$ cat config.mk
export PLATFORM = sky130hd
export DESIGN_NAME = cmd_encoder
export DESIGN_NICKNAME = d
export VERILOG_FILES = /design/src/rtl/ddr_cmd_pkg.sv /design/src/rtl/cmd_slot_pack.sv /design/src/rtl/cmd_encoder.sv
export SDC_FILE = /design/constraint.sdc
export NUM_CORES = 2
export LEC_CHECK = 0
export ABC_AREA = 0
export ABC_CLOCK_PERIOD_IN_PS = 2400
export BUFFER_PORTS_ARGS = -buffer_cell sky130_fd_sc_hd__buf_2
export CORE_AREA = 5 5 464 466
export DETAILED_ROUTE_END_ITERATION = 7
export DIE_AREA = 0 0 469 471
export PLACE_DENSITY_LB_ADDON = 0.1
export SLEW_MARGIN = 40
export SYNTH_ARGS = -nofsm -noshare
export SYNTH_HDL_FRONTEND = slang
export SYNTH_HIERARCHICAL = 1
export SYNTH_SLANG_ARGS = --single-unit
$ cat constraint.sdc
create_clock -name clk -period 2.4 [get_ports clk]
set_clock_uncertainty 0.2 [all_clocks]
set_input_delay 0.12 -clock clk [delete_from_list [all_inputs] [get_ports clk]]
set_output_delay 0.12 -clock clk [all_outputs]
set_load 0.005 [all_outputs]
$ cat src/rtl/ddr_cmd_pkg.sv
// ddr_cmd_pkg
//   Shared definitions for the scheduler word format: DDR4 command type codes,
//   the 32-bit slot field layout, slot count and pack-register states.
//   Imported by cmd_slot_pack and cmd_encoder.
package ddr_cmd_pkg;

    typedef enum logic [2:0] {
        CMD_NOP = 3'd0,
        CMD_PRE = 3'd1,
        CMD_ACT = 3'd2,
        CMD_RD  = 3'd3,
        CMD_WR  = 3'd4,
        CMD_REF = 3'd5,
        CMD_ZQ  = 3'd6
    } cmd_type_e;

    localparam int SLOT_WIDTH = 32;
    localparam int TYPE_LSB   = 0;
    localparam int BANK_LSB   = 3;
    localparam int BG_LSB     = 5;
    localparam int ADDR_LSB   = 7;
    localparam int ADDR_BITS  = 17;   // slot bits [23:7]
    localparam int NUM_SLOTS  = 4;
    localparam int CMD_WIDTH  = NUM_SLOTS * SLOT_WIDTH;

    typedef enum logic [1:0] {
        PK_EMPTY   = 2'd0,
        PK_FILLING = 2'd1,
        PK_CLOSED  = 2'd2
    } pack_state_e;

endpackage

$ cat src/rtl/cmd_slot_pack.sv
// cmd_slot_pack
//   Combinational formatter: one command -> one 32-bit scheduler slot.
//   Slot layout: [2:0] type, [4:3] bank, [6:5] bg, [23:7] addr, [31:24] zero.
// Ports
//   cmd_type  in   3            command type code (7 is encoded as NOP)
//   bank      in   BANK_WIDTH   bank
//   bg        in   BG_WIDTH     bank group
//   addr      in   ROW_WIDTH    row / column / PALL bit depending on type
//   slot      out  SLOT_WIDTH   formatted slot
module cmd_slot_pack
    import ddr_cmd_pkg::*;
#(
    parameter int BG_WIDTH   = 2,
    parameter int BANK_WIDTH = 2,
    parameter int ROW_WIDTH  = 17,
    parameter int COL_WIDTH  = 10
) (
    input  logic [2:0]            cmd_type,
    input  logic [BANK_WIDTH-1:0] bank,
    input  logic [BG_WIDTH-1:0]   bg,
    input  logic [ROW_WIDTH-1:0]  addr,
    output logic [SLOT_WIDTH-1:0] slot
);

    logic [ADDR_BITS-1:0] afield;
    logic                 valid_cmd;

    always_comb begin
        afield    = '0;
        valid_cmd = 1'b1;
        case (cmd_type)
            CMD_ACT:        afield[ROW_WIDTH-1:0] = addr;
            CMD_RD, CMD_WR: afield[COL_WIDTH-1:0] = addr[COL_WIDTH-1:0];
            // bit 7 of the slot carries PALL, everything above is zero
            CMD_PRE:        afield[0] = addr[0];
            CMD_REF, CMD_ZQ: afield = '0;
            // NOP and the reserved code 7 collapse to an all-zero slot
            default:        valid_cmd = 1'b0;
        endcase

        slot = '0;
        if (valid_cmd) begin
            slot[TYPE_LSB +: 3]          = cmd_type;
            slot[BANK_LSB +: BANK_WIDTH] = bank;
            slot[BG_LSB +: BG_WIDTH]     = bg;
            slot[ADDR_LSB +: ADDR_BITS]  = afield;
        end
    end

endmodule

$ cat src/rtl/cmd_encoder.sv
// cmd_encoder
//   Packs single DDR4 commands (plus write data) into 640-bit scheduler words:
//   [127:0] = four 32-bit command slots (slot 0 first), [639:128] = write data
//   of the word's single WR (zero if none). Unused slots are NOP (zero).
//   A word closes when its fourth slot fills, on in_last, when a second WR
//   arrives, or after FLUSH_TIMEOUT idle cycles while partially filled.
// Ports
//   clk, rst_n            clock, asynchronous active-low reset
//   in_valid/in_ready     command handshake
//   in_type/bank/bg/addr  command fields, in_wdata sampled only with WR
//   in_last               close the word after this command
//   out_valid/out_ready   packed-word handshake
//   out_data              packed word, held while out_valid && !out_ready
//   stat_words/cmds/flush statistics, present only with ENC_STATS_EN defined
// Configuration
//   ENC_STATS_EN : adds the three wrapping statistics counters and ports.
module cmd_encoder
    import ddr_cmd_pkg::*;
#(
    parameter int BG_WIDTH      = 2,
    parameter int BANK_WIDTH    = 2,
    parameter int ROW_WIDTH     = 17,
    parameter int COL_WIDTH     = 10,
    parameter int WDATA_WIDTH   = 512,
    parameter int FLUSH_TIMEOUT = 16,
    parameter int TO_WIDTH      = 8
) (
    input  logic                             clk,
    input  logic                             rst_n,
    input  logic                             in_valid,
    output logic                             in_ready,
    input  logic [2:0]                       in_type,
    input  logic [BANK_WIDTH-1:0]            in_bank,
    input  logic [BG_WIDTH-1:0]              in_bg,
    input  logic [ROW_WIDTH-1:0]             in_addr,
    input  logic [WDATA_WIDTH-1:0]           in_wdata,
    input  logic                             in_last,
    output logic                             out_valid,
    input  logic                             out_ready,
    output logic [CMD_WIDTH+WDATA_WIDTH-1:0] out_data
`ifdef ENC_STATS_EN
    ,
    output logic [31:0]                      stat_words,
    output logic [31:0]                      stat_cmds,
    output logic [15:0]                      stat_flush
`endif
);

    // ---------------------------------------------------------------
    // Pack register
    // ---------------------------------------------------------------
    pack_state_e                          state;
    logic [NUM_SLOTS-1:0][SLOT_WIDTH-1:0] slots;
    logic [WDATA_WIDTH-1:0]               wdata;
    logic [2:0]                           cnt;
    logic                                 has_wr;
    logic [TO_WIDTH-1:0]                  idle;
    logic                                 rdy_en;

    logic [SLOT_WIDTH-1:0] slot_new;
    logic                  is_wr;
    logic                  out_free;
    logic                  wr_conflict;
    logic                  accept;
    logic                  flush_hit;

    cmd_slot_pack #(
        .BG_WIDTH   (BG_WIDTH),
        .BANK_WIDTH (BANK_WIDTH),
        .ROW_WIDTH  (ROW_WIDTH),
        .COL_WIDTH  (COL_WIDTH)
    ) u_slot (
        .cmd_type (in_type),
        .bank     (in_bank),
        .bg       (in_bg),
        .addr     (in_addr),
        .slot     (slot_new)
    );

    assign is_wr    = (in_type == CMD_WR);
    assign out_free = !out_valid || out_ready;

    // A CLOSED word is always replaced by a fresh one before accepting, so a
    // WR can only conflict with a word that is still filling.
    assign wr_conflict = in_valid && is_wr && has_wr && (state == PK_FILLING);

    // rdy_en keeps in_ready low during reset and until the first edge after it.
    assign in_ready = rdy_en && ((state != PK_CLOSED) || out_free) && !wr_conflict;
    assign accept   = in_valid && in_ready;

    assign flush_hit = (FLUSH_TIMEOUT != 0) && (state == PK_FILLING) &&
                       (idle == TO_WIDTH'(FLUSH_TIMEOUT));

    always_ff @(posedge clk or negedge rst_n) begin
        if (!rst_n) begin
            rdy_en <= 1'b0;
        end else begin
            rdy_en <= 1'b1;
        end
    end

    always_ff @(posedge clk or negedge rst_n) begin
        if (!rst_n) begin
            state  <= PK_EMPTY;
            slots  <= '0;
            wdata  <= '0;
            cnt    <= '0;
            has_wr <= 1'b0;
            idle   <= '0;
        end else if (state == PK_CLOSED) begin
            if (out_free) begin
                // word leaves for the output register; start a fresh one,
                // optionally seeding slot 0 with this cycle's command
                slots  <= '0;
                wdata  <= '0;
                cnt    <= '0;
                has_wr <= 1'b0;
                idle   <= '0;
                state  <= PK_EMPTY;
                if (accept) begin
                    slots[0] <= slot_new;
                    cnt      <= 3'd1;
                    has_wr   <= is_wr;
                    if (is_wr) begin
                        wdata <= in_wdata;
                    end
                    state <= in_last ? PK_CLOSED : PK_FILLING;
                end
            end
        end else if (accept) begin
            slots[cnt[1:0]] <= slot_new;
            cnt             <= cnt + 3'd1;
            idle            <= '0;
            if (is_wr) begin
                has_wr <= 1'b1;
                wdata  <= in_wdata;
            end
            state <= (in_last || cnt == 3'd3) ? PK_CLOSED : PK_FILLING;
        end else if (wr_conflict || flush_hit) begin
            idle  <= '0;
            state <= PK_CLOSED;
        end else if (state == PK_FILLING && FLUSH_TIMEOUT != 0) begin
            idle <= idle + 1'b1;
        end
    end

    // ---------------------------------------------------------------
    // Output register
    // ---------------------------------------------------------------
    always_ff @(posedge clk or negedge rst_n) begin
        if (!rst_n) begin
            out_valid <= 1'b0;
            out_data  <= '0;
        end else if (state == PK_CLOSED && out_free) begin
            out_valid <= 1'b1;
            out_data  <= {wdata, slots};
        end else if (out_ready) begin
            out_valid <= 1'b0;
        end
    end

`ifdef ENC_STATS_EN
    // ---------------------------------------------------------------
    // Statistics (free-running, wrap at maximum)
    // ---------------------------------------------------------------
    always_ff @(posedge clk or negedge rst_n) begin
        if (!rst_n) begin
            stat_words <= '0;
            stat_cmds  <= '0;
            stat_flush <= '0;
        end else begin
            if (out_valid && out_ready) begin
                stat_words <= stat_words + 32'd1;
            end
            if (accept) begin
                stat_cmds <= stat_cmds + 32'd1;
            end
            if (flush_hit && !accept) begin
                stat_flush <= stat_flush + 16'd1;
            end
        end
    end
`endif

endmodule

## Yosys cells after proc, flatten, opt, wreduce, memory -nomap -nowiden

Cells that the tools add are included.

- Bits in registers: 1296

- $add $sub $neg: 2
- Order comparisons: 2
- Equality and inequality tests: 12
- Muxes and demuxes: 41
- Reductions and logical operators: 27

Operators with widths:

| operator | number |
|---|---|
| 512-bit two-way mux | 6 |
| 128-bit two-way mux | 3 |
| 128-bit bitwise mux | 1 |
| 32-bit demux with 2-bit select | 1 |
| 24-bit two-way mux | 2 |
| 8-bit two-way mux | 5 |
| 32-bit two-way mux | 1 |
| 2-bit two-way mux | 7 |
| 1-bit two-way mux | 10 |
| 3-bit by 2-bit == test with 1-bit output (second input constant) | 3 |
| 3-bit == test (second input constant) | 3 |
| 1-bit logical AND | 9 |
| 3-bit two-way mux | 3 |
| 9-bit two-way mux | 1 |
| 8-bit by 1-bit adder with 8-bit output (second input constant) | 1 |
| 8-bit by 5-bit == test with 1-bit output (second input constant) | 1 |
| 7-bit two-way mux | 1 |
| 2-bit AND reduction | 3 |
| 2-bit nonzero test | 3 |
| 6-bit OR reduction | 1 |
| 1-bit logical OR | 4 |
| 2-bit inequality test (second input constant) | 2 |
| 4-bit nonzero test | 1 |
| 4-bit OR reduction | 1 |
| other kinds (10) | 11 |

## Depth between registers and ports, before layout

- Depth after elaboration: 10
- Depth in mapped cells: 8

## Cells and area by module

Netlist, hierarchy kept.

By module, submodules not included:

| module | instances | cells each | area an instance (um^2) | sequential area each (um^2) |
|---|---|---|---|---|
| cmd_encoder | 1 | 4473 | 48157.4 | 32431.1 |
| cmd_slot_pack | 1 | 40 | 320.3 | 0.0 |

## Worst setup path after synthesis

OpenSTA, ideal clock, no wires.

- Path kind: register -> register
- From: reg state[1]
- To: reg wdata[100]
- Library setup time: 0.121 ns
- Data arrival time: 1.703 ns
- Data required time: 2.079 ns
- Setup slack: 0.376 ns
- Cell stages (with the launch flop): 8
- Buffers on the path: 3
- Clock period less this slack: 2.024 ns
- Cells stage by stage: dfrtp_1 -> and4b_1 -> buf_6 -> nor4b_4 -> nor2_4 -> buf_6 -> buf_6 -> a22o_1

- Longest elaborated chain between the ends: 8

RTL lines:

| item | line | source |
|---|---|---|
| from (decl) | cmd_encoder.sv:52 | `pack_state_e state;` |
| from (signal assigned) | cmd_encoder.sv:127 | `state <= in_last ? PK_CLOSED : PK_FILLING;` |
| from (signal assigned) | cmd_encoder.sv:138 | `state <= (in_last \|\| cnt == 3'd3) ? PK_CLOSED : PK_FILLING;` |
| 2-bit inequality test / 2-bit by 1-bit == test with 1-bit output (equally long branches) | cmd_encoder.sv:88, cmd_encoder.sv:85 |  |
| 1-bit logical OR / 1-bit logical AND (equally long branches) | cmd_encoder.sv:88, cmd_encoder.sv:85 |  |
| 1-bit logical AND / 1-bit logical NOT (equally long branches) | cmd_encoder.sv:88 | `assign in_ready = rdy_en && ((state != PK_CLOSED) \|\| out_free) && !wr_conflict;` |
| 1-bit logical AND | cmd_encoder.sv:88 |  |
| 1-bit logical AND | cmd_encoder.sv:89 | `assign accept = in_valid && in_ready;` |
| 512-bit two-way mux | cmd_encoder.sv:120 | `if (accept) begin` |
| 512-bit two-way mux | cmd_encoder.sv:111 | `if (out_free) begin` |
| 512-bit two-way mux | cmd_encoder.sv:110 | `end else if (state == PK_CLOSED) begin` |
| to (signal assigned) | cmd_encoder.sv:125 | `wdata <= in_wdata;` |
| to (signal assigned) | cmd_encoder.sv:136 | `wdata <= in_wdata;` |
| to (decl) | cmd_encoder.sv:54 | `logic [WDATA_WIDTH-1:0] wdata;` |

Several ways; a longest one is shown, not always the timed one. The select of a mux whose other input is x is not followed.
A chain may end at the register's enable or synchronous reset.

## Final worst setup path

- From: reg state[0]
- To: reg wdata[136]

Same word-level chain as after synthesis.

==> results.toml <==
[outcome]
status = "finished clean"

[routing]
viasPerCell = 4.23
routedWlPerCell_um = 21.0
route.detailed.drc = 0
drtPass1Iterations = 6
ant_nets = 0
vias = 41400
routed_wl_mm = 205
drt_iter0_drc = 2237

[timing]
maxSlewHeadroom = 0.539
hold_ws_ps = 122
finalSetupTns_ps = 0
slew_viol_final = 0
final.min_clock_period_ps = 2300
hold_viol = 0
worst_pin_slew_ps = 686
fin_crit_sh = 0.960
setup_viol = 0
setup_slack_ps = 96.6
rsz0062_at_grt = "false"
timing.fmax_ghz = 0.434

[power]
power_frac_clock = 0.306
switching_share = 0.354
seqPwrFrac = 0.397
totalPowerFinal_mw = 78.9
pwr-share-comb = 0.297
intPower_mw = 51.0
p_leak_nw = 39.3
power_density_nw_per_um2 = 1060
switchingPower_mw = 27.9
ir_drop_mv = 0.675

[layout]
nets = 7332
drive_above_1_share = 0.234
final_cell_mix = "2095 x nand2_1, 1294 x dfrtp_1, 1180 x buf_2"
final_common_cell = "nand2_1"
area_growth_pct = 53.9
final_util = 0.354
final_area_um2 = 74600
stdcell_count = 9789

[cts]
root_buffer = "clkbuf_16"
clk_latency_ps = 800
numCtsBuffers = 157
clkTransAtPathRegs_ps = 60
cts_max_level = 4
cts.path.max_buffers = 3
cts_tree = "yes"
cts_sinks = 1296

[placement]
gp_congestion = 0.810
dp.cells = 8387
post-place-ws_ps = 52.9
post_dp_cell_area_um2 = 58600
place_hpwl_mm = 145
io_buffers = 1182

[global_routing]
first_global_vias = 43400
gr-total-overflow = 0
grt_max_degree = 113
grt_pass1_wl_mm = 301
antenna_found_initial = 84
grtUsageTotal = 0.181

[die]
core_area_um2 = 211000
initial_core_util = 0.230
io_pins = 1183
dieArea_um2 = 221000
die_y_um = 471
num_rows = 169
die_x_um = 469

[min_path]
holdPathStages = 4
worstHoldPathType = "primary input to flop"
min_to = "state[0]$_DFFE_PN0P_"
worstHoldStart = "in_last"

[critical_path]
cp.arrival_ps = 2780
max_stage_delay_ps = 450
reg2reg_slack_ps = 100
worstRegToRegCells = 7
crit_type = "flop to flop"
crit_path_end_kind = "flop"
critPathRequiredTime_ps = 2880
path_max_fanout = 51
cp-start-kind = "flop"
r2r-end = "wdata[136]$_DFFE_PN0P_"
cpMaxStageDelayCell = "dfrtp_2"
path_buf_inv = 3
rr_startpoint = "state[0]$_DFFE_PN0P_"
crit_chain = "and4b_2, buf_4, nor4b_4, nor2_4, buf_12, buf_12, a22o_1"
cpLargestDelayFamily = "simple AND/OR/NAND/NOR gates"
cp_common_cell = "buf_12"

[synthesis]
avgSynthCellArea_um2 = 10.7
synthFlopType = "dfrtp_1"
synth.ff_latch_count = 1296
synthesis.area_um2 = 48500
synth-edff-count = 0
yosysUniqueCellTypes = 47
synthCells = 4513
async_flop_share = 1.00
yosysSeqAreaShare = 0.669
synth-warning-count = 6

[job]
timing.max_cap.violations = 0
## tightest hold or removal path, stage by stage
cell           delay, ps
dlygate4sd3_1        580
buf_2                140
a21oi_1               40
a21o_1               160
## synthesized netlist by cell type (5+ instances only)
cell / count / area [µm²]
nand2b_1: 6 / 37.5
buf_6: 54 / 608
a21boi_2: 9 / 101
a22o_1: 512 / 4480
buf_1: 8 / 30.0
o21ai_0: 131 / 656
clkbuf_1: 125 / 469
inv_1: 46 / 173
buf_4: 11 / 82.6
mux2i_1: 33 / 330
a21oi_1: 5 / 25.0
o22ai_1: 5 / 31.3
nor3b_1: 7 / 52.6
and2_1: 8 / 50.1
nand2_1: 2096 / 7870
buf_2: 104 / 521
dfrtp_1: 1296 / 32400
a31oi_1: 5 / 31.3
ha_1: 7 / 87.6
## final cells by class
type	instances	area (µm²)
Tap cell	2821	3530
Inverter	46	173
Multi-Input combinational cell	2876	14200
Antenna cell	61	153
Sequential cell	1296	32400
Timing Repair Buffer	2407	18900
Clock inverter	43	564
Fill cell	21700	136000
Clock buffer	239	4640
## repair_timing
item,in CTS,in global routing
pin swaps,1,0
gates resized for setup,7,4
setup endpoints to repair,1,20
buffers inserted,1,0
endpoints found under the hold margin,2053,0
hold buffers,1058,0
## power groups by stage
stage / sequential [mW] / combinational (mW) / clock (mW)
2_1_floorplan: 31.2 / 9.99 / 0
3_3_place_gp: 31.7 / 22.7 / 0
3_5_place_dp: 31.7 / 22.7 / 0
4_1_cts: 31.4 / 24.2 / 25.1
5_1_grt: 32.1 / 25.8 / 25.9
6_report: 31.4 / 23.4 / 24.1
## flip-flops by register name, summed over array words and instances (netlist names), 2 cells and up
| signal | count |
|---|---|
| cnt | 3 |
| idle | 8 |
| out_data | 640 |
| slots | 128 |
| state | 2 |
| wdata | 512 |
## kinds of logic after synthesis
kind of cell,Yosys count,synth area share
XOR/XNOR,1,0.000181
adder cells (fa/ha/maj),7,0.00181
other,2,0.000155
AND/OR/NAND/NOR,2140,0.169
AO/OA/AOI/OAI,685,0.114
multiplexers,34,0.00705
buffers and inverters,348,0.0388
flip-flops,1296,0.669
## layer usage
layer	part of all wire	vias up	wire length, µm	global-route usage
met5	0.00095	-	195	0
met1	0.41	20500	85100	0.222
li1	-	19400	-	-
met3	0.071	312	14600	0.0542
met4	0.034	36	6890	0.0605
met2	0.48	1105	98600	0.303
## how the worst max path moves through the flow
| stage | startpoint | endpoint | slack [ps] | depth (start not counted) |
|---|---|---|---|---|
| 2_1_floorplan | state[1]$_DFFE_PN0P_ | wdata[100]$_DFFE_PN0P_ | 380 | 7 |
| 3_3_place_gp | state[1]$_DFFE_PN0P_ | wdata[213]$_DFFE_PN0P_ | 70 | 6 |
| 3_5_place_dp | in_type[2] | wdata[6]$_DFFE_PN0P_ | 50 | 6 |
| 4_1_cts | state[0]$_DFFE_PN0P_ | wdata[75]$_DFFE_PN0P_ | 20 | 6 |
| 5_1_grt | state[0]$_DFFE_PN0P_ | wdata[166]$_DFFE_PN0P_ | 8 | 7 |
| 6_report | state[0]$_DFFE_PN0P_ | wdata[136]$_DFFE_PN0P_ | 100 | 7 |
Power figures use the tool's default switching activity.
